[src/rtl/ysyx_23060236_regfile_sb_pkg.sv]
// Shared defaults for the scoreboarded register file.
package ysyx_23060236_regfile_sb_pkg;

  localparam int unsigned DefAddrWidth = 4;
  localparam int unsigned DefDataWidth = 32;
  localparam int unsigned DefPendW     = 2;
  localparam int unsigned DefNread     = 2;

endpackage

[src/rtl/ysyx_23060236_pend_cnt.sv]
// Saturating pending-write counter for one register: issue increments, write-back decrements.
module ysyx_23060236_pend_cnt
  import ysyx_23060236_regfile_sb_pkg::*;
#(
  parameter int unsigned PEND_W = DefPendW
) (
  input  logic              clock,
  input  logic              reset,
  input  logic              inc,
  input  logic              dec,
  input  logic              clr,
  output logic [PEND_W-1:0] cnt,
  output logic              busy,
  output logic              underflow
);

  logic [PEND_W-1:0] cnt_q, cnt_d;
  logic              dec_ok;

  always_comb begin
    dec_ok = dec && (cnt_q != '0);
    cnt_d  = cnt_q;
    if (clr) begin
      cnt_d = '0;
    end else if (inc && !dec_ok && !(&cnt_q)) begin
      cnt_d = cnt_q + PEND_W'(1);
    end else if (dec_ok && !inc) begin
      cnt_d = cnt_q - PEND_W'(1);
    end
  end

  always_ff @(posedge clock or posedge reset) begin
    if (reset) begin
      cnt_q <= '0;
    end else begin
      cnt_q <= cnt_d;
    end
  end

  assign cnt       = cnt_q;
  // Busy reflects the post-update value so a same-cycle issue stalls readers at once.
  assign busy      = (cnt_d != '0);
  assign underflow = dec && (cnt_q == '0);

endmodule

[src/rtl/ysyx_23060236_regfile_sb.sv]
// Register file with N combinational read ports, one write port, optional bypass
// and a per-register pending-write scoreboard.
module ysyx_23060236_regfile_sb
  import ysyx_23060236_regfile_sb_pkg::*;
#(
  parameter int unsigned ADDR_WIDTH = DefAddrWidth,
  parameter int unsigned DATA_WIDTH = DefDataWidth,
  parameter int unsigned NREAD      = DefNread,
  parameter int unsigned BYPASS     = 1,
  parameter int unsigned PEND_W     = DefPendW
) (
  input  logic                        clock,
  input  logic                        reset,
  input  logic [NREAD*ADDR_WIDTH-1:0] raddr,
  output logic [NREAD*DATA_WIDTH-1:0] rdata,
  output logic [NREAD-1:0]            rbusy,
  input  logic                        iss_valid,
  input  logic [ADDR_WIDTH-1:0]       iss_rd,
  output logic                        iss_ready,
  input  logic                        wen,
  input  logic [ADDR_WIDTH-1:0]       waddr,
  input  logic [DATA_WIDTH-1:0]       wdata,
  input  logic                        flush,
  output logic                        err
);

  localparam int unsigned NReg = 2 ** ADDR_WIDTH;

  logic [DATA_WIDTH-1:0]         rf_q [NReg];
  logic [NReg-1:0][PEND_W-1:0]   pend;
  logic [NReg-1:0]               busy;
  logic [NReg-1:0]               underflow;
  logic [PEND_W-1:0]             iss_pend;
  logic                          err_q;

  assign pend[0]      = '0;
  assign busy[0]      = 1'b0;
  assign underflow[0] = 1'b0;

  // A same-cycle retire to the saturated register frees a slot for the new issue.
  assign iss_pend  = pend[iss_rd];
  assign iss_ready = !(iss_valid && (iss_rd != '0) && (&iss_pend) &&
                       !(wen && (waddr == iss_rd)));

  for (genvar r = 1; r < NReg; r++) begin : g_pend
    ysyx_23060236_pend_cnt #(
      .PEND_W(PEND_W)
    ) u_cnt (
      .clock    (clock),
      .reset    (reset),
      .inc      (iss_valid && iss_ready && (iss_rd == ADDR_WIDTH'(r))),
      .dec      (wen && (waddr == ADDR_WIDTH'(r))),
      .clr      (flush),
      .cnt      (pend[r]),
      .busy     (busy[r]),
      .underflow(underflow[r])
    );
  end

  always_ff @(posedge clock or posedge reset) begin
    if (reset) begin
      for (int i = 0; i < NReg; i++) begin
        rf_q[i] <= '0;
      end
    end else if (wen && (waddr != '0)) begin
      rf_q[waddr] <= wdata;
    end
  end

  always_ff @(posedge clock or posedge reset) begin
    if (reset) begin
      err_q <= 1'b0;
    end else if (|underflow) begin
      err_q <= 1'b1;
    end
  end

  assign err = err_q;

  for (genvar i = 0; i < NREAD; i++) begin : g_read
    logic [ADDR_WIDTH-1:0] ra;
    logic [DATA_WIDTH-1:0] rd;

    assign ra = raddr[i*ADDR_WIDTH +: ADDR_WIDTH];

    always_comb begin
      rd = rf_q[ra];
      if (ra == '0) begin
        rd = '0;
      end else if ((BYPASS != 0) && wen && (waddr == ra)) begin
        rd = wdata;
      end
    end

    assign rdata[i*DATA_WIDTH +: DATA_WIDTH] = rd;
    assign rbusy[i] = !reset && busy[ra];
  end

endmodule

[config.mk]
export PLATFORM = sky130hd
export DESIGN_NAME = ysyx_23060236_regfile_sb
export DESIGN_NICKNAME = d
export VERILOG_FILES = /design/src/rtl/ysyx_23060236_regfile_sb_pkg.sv /design/src/rtl/ysyx_23060236_pend_cnt.sv /design/src/rtl/ysyx_23060236_regfile_sb.sv
export SDC_FILE = /design/constraint.sdc
export NUM_CORES = 2
export LEC_CHECK = 0
export ABC_AREA = 1
export BUFFER_PORTS_ARGS = -buffer_cell sky130_fd_sc_hd__buf_2
export CAP_MARGIN = 0
export CORE_UTILIZATION = 50
export DETAILED_ROUTE_END_ITERATION = 6
export PLACE_DENSITY_LB_ADDON = 0.05
export SLEW_MARGIN = 15
export SYNTH_ARGS = -nofsm -noshare
export SYNTH_HDL_FRONTEND = slang
export SYNTH_SLANG_ARGS = --single-unit
[constraint.sdc]
create_clock -name clock -period 19.75 [get_ports clock]
set_clock_uncertainty 0.15 [all_clocks]
set_input_delay 1.975 -clock clock [delete_from_list [all_inputs] [get_ports clock]]
set_output_delay 1.975 -clock clock [all_outputs]
set_load 0.02 [all_outputs]
==> impl_metrics.toml <==
[drt]
drt_iter0_drc = 3721
antenna_left = 0
drc = 0
drtPass1Iterations = 7
vias = 30654
viasPerCell = 6.05
wirelength_um = 117000
wire_per_inst_um = 23.1

[cells_and_area]
multi_input_comb_area_um2 = 14600
fin_cells = 5069
drive_gt1_frac = 0.0752
postLayoutCoreUtil = 0.551
register_area_um2 = 13600
final_nets = 4265
nFillCells = 6091
syn2layout_area_growth_pct = 8.94
stdcell_area_um2 = 34000

[critical_path]
critical_path.max_fanout = 32
worst_ep_arrival_time_ns = 6.28
r2r_cells = 15
cp.required_ns = 17.62
critPathKind = "primary input to output port"
cp-start-kind = "primary input"
cp-end-kind = "output port"

[place]
hpwl_um = 67300
port_buffers = 120
dp.cells = 4955
post-place-ws_ns = 11.47
place_area_um2 = 31900
gp_congestion = 0.904

[pwr]
combPwrFrac = 0.211
switching_share = 0.324
irDropWorstVdd_v = 0.0000761
power_density_nw_per_um2 = 98.1
pwr-share-clk = 0.357
power_switching_mw = 1.08
power.internal_mw = 2.25
power_mw = 3.33
sequentialPowerShare = 0.432
p_leak_nw = 15.5

[synthesis]
netlist.area_leader.share = 0.436
synth.distinct_cells = 36
synth-edff-count = 0
synth-seq-cells = 543
synthesis.instances = 4341
async_flop_share = 1.00
synth_area_leaders = "dfrtp_1 (44%), o21ai_0 (17%), nand2_1 (11%)"
synth-main-ff-cell = "dfrtp_1"
postSynthAreaPerCell_um2 = 7.18
netlist_area_um2 = 31200
yosys.area.top_type = "dfrtp_1"
ys_warn_count = 0
synth.yosys.seq_area_share = 0.436
syn-num-nets = 4424

[die]
die_h_um = 252
initial_core_util = 0.505
dieArea_um2 = 63400
die_width_um = 252
ios = 121
rows = 91
coreArea_um2 = 61700

[sta]
tightest_slew_ns = 1.13
slew_headroom = 0.241
max_freq_mhz = 119
hold_viol = 0
finalMaxSlewViolations = 0
rsz0062_at_grt = "no"
finalCriticalPeriod_ns = 8.40
holdWs_ns = 0.239
setup_viol = 0
fin_crit_sh = 0.425
finalSetupTns_ns = 0
final.setup.worst_slack_ns = 11.35

[run]
drv_cap = 0

[global_routing]
antenna_found_initial = 5
grt_pass1_vias = 27499
grt_start_max_net_pins = 156
grt-ovfl-total = 0
gr-usage-all-layers = 0.368
grt_pass1_wl_um = 176000

[clock_tree]
worstSkewPairLatency_ns = 0.64
clk_path_buf_depth = 3
cts_tree = "yes"
clock-sinks = 543
cts_hold_buf = 0
cts_resized = 0
h-tree-depth = 2
cts_setup_buffers = 0
cts_buffers = 61
clk_pin_slew_ns = 0.06
root_buffer = "clkbuf_16"

[min_path]
min_path_type = "flip-flop to flip-flop"
hold_path_depth = 0

[outcome]
status = "complete, no violations"
[path summary, 6_finish.rpt]
path	to	from	slack, ns
max	rdata[35]	raddr[7]	11.35
min	rf_q[481]	rf_q[481]	0.24
max reg2reg	g_pend[1].u_cnt.cnt[0]	g_pend[15].u_cnt.cnt[1]	17.21
min reg2reg	rf_q[481]	rf_q[481]	0.24
max in group asynchronous	rf_q[43]	reset	15.68
min in group asynchronous	rf_q[347]	reset	1.41
[sequential cells by signal, summed over array words and instances, names as in the netlist]
signal and count:
rf_q 512, err 1, g_pend.u_cnt.cnt 30
[logic make-up after synthesis]
logic type,Yosys count,synth area share
simple gates,1377,0.182
xor+xnor,4,0.00112
flops,543,0.436
compound gates,1580,0.271
buf+inv,807,0.0984
fa+ha+maj,30,0.0120
[placed cells by master (no fill, tap or decap), types with 6 or more instances in the layout]
cell and count:
o21ai_0 1082, nand2_1 878, dfrtp_1 543, inv_1 388, a21oi_1 330, nand3_1 305, nor2_1 144, buf_2 116
clkbuf_16 62, a41oi_1 60, buf_4 54, o22a_1 44, ha_1 30, o211ai_1 29, clkbuf_8 16, clkinv_2 15
o22ai_1 14, nand4_1 14, clkbuf_1 13, inv_2 12, nor2_4 10, a221oi_1 9, or2_2 7, a22oi_1 6
[area by class of cell]
type / instances / share of cell area
multi-input combinational: 2991 / 0.431
sequential: 543 / 0.400
clock buffer: 91 / 0.0536
inverter: 410 / 0.0459
timing repair buffer: 175 / 0.0316
tap: 837 / 0.0308
clock inverter: 21 / 0.00729
antenna: 1 / 0.0000737
[synthesized netlist by cell type (2+ instances only)]
master,count
dfrtp_1,543
o21ai_0,1082
buf_2,7
nand3b_1,4
a211oi_1,3
nand3_2,2
o211ai_1,29
nand2_1,879
nand3_1,308
inv_2,8
o22ai_1,14
clkbuf_1,332
a41oi_1,60
a22oi_1,6
clkinv_1,7
nor2_1,151
nand4_1,14
xor2_1,2
buf_1,51
xnor2_1,2
a21oi_1,330
nor2_2,3
a221oi_1,9
inv_1,395
o22a_1,44
or2_2,7
nor3_1,6
ha_1,30
buf_4,6
[power by group through the flow]
stage          Sequential (mW)  Combinational, mW  Clock, mW
6_report                  1.44              0.703       1.19
3_5_place_dp              1.45              0.691          0
2_1_floorplan             1.43              0.495          0
5_1_grt                   1.46              0.790       1.24
3_3_place_gp              1.45              0.683          0
4_1_cts                   1.44              0.694       1.20
[worst max-delay path, stage by stage]
cell and delay [ns]:
buf_2 0.10, buf_4 0.28, nor2_2 0.13, buf_4 0.26, inv_1 0.08, nor2_1 0.86
clkinv_1 1.12, nor2_1 0.41, clkinv_1 0.10, buf_4 0.30, o21ai_0 0.14, a41oi_1 0.18
buf_2 0.30
[metal layers]
| layer | GRT usage | wire length (um) | vias up |
|---|---|---|---|
| met5 | 0 | 13 | - |
| met4 | 0.155 | 5300 | 2 |
| met3 | 0.0647 | 12400 | 295 |
| met2 | 0.564 | 51300 | 1714 |
| met1 | 0.512 | 48300 | 14418 |
| li1 | - | - | 14225 |
(Power assumes the default switching activity.)
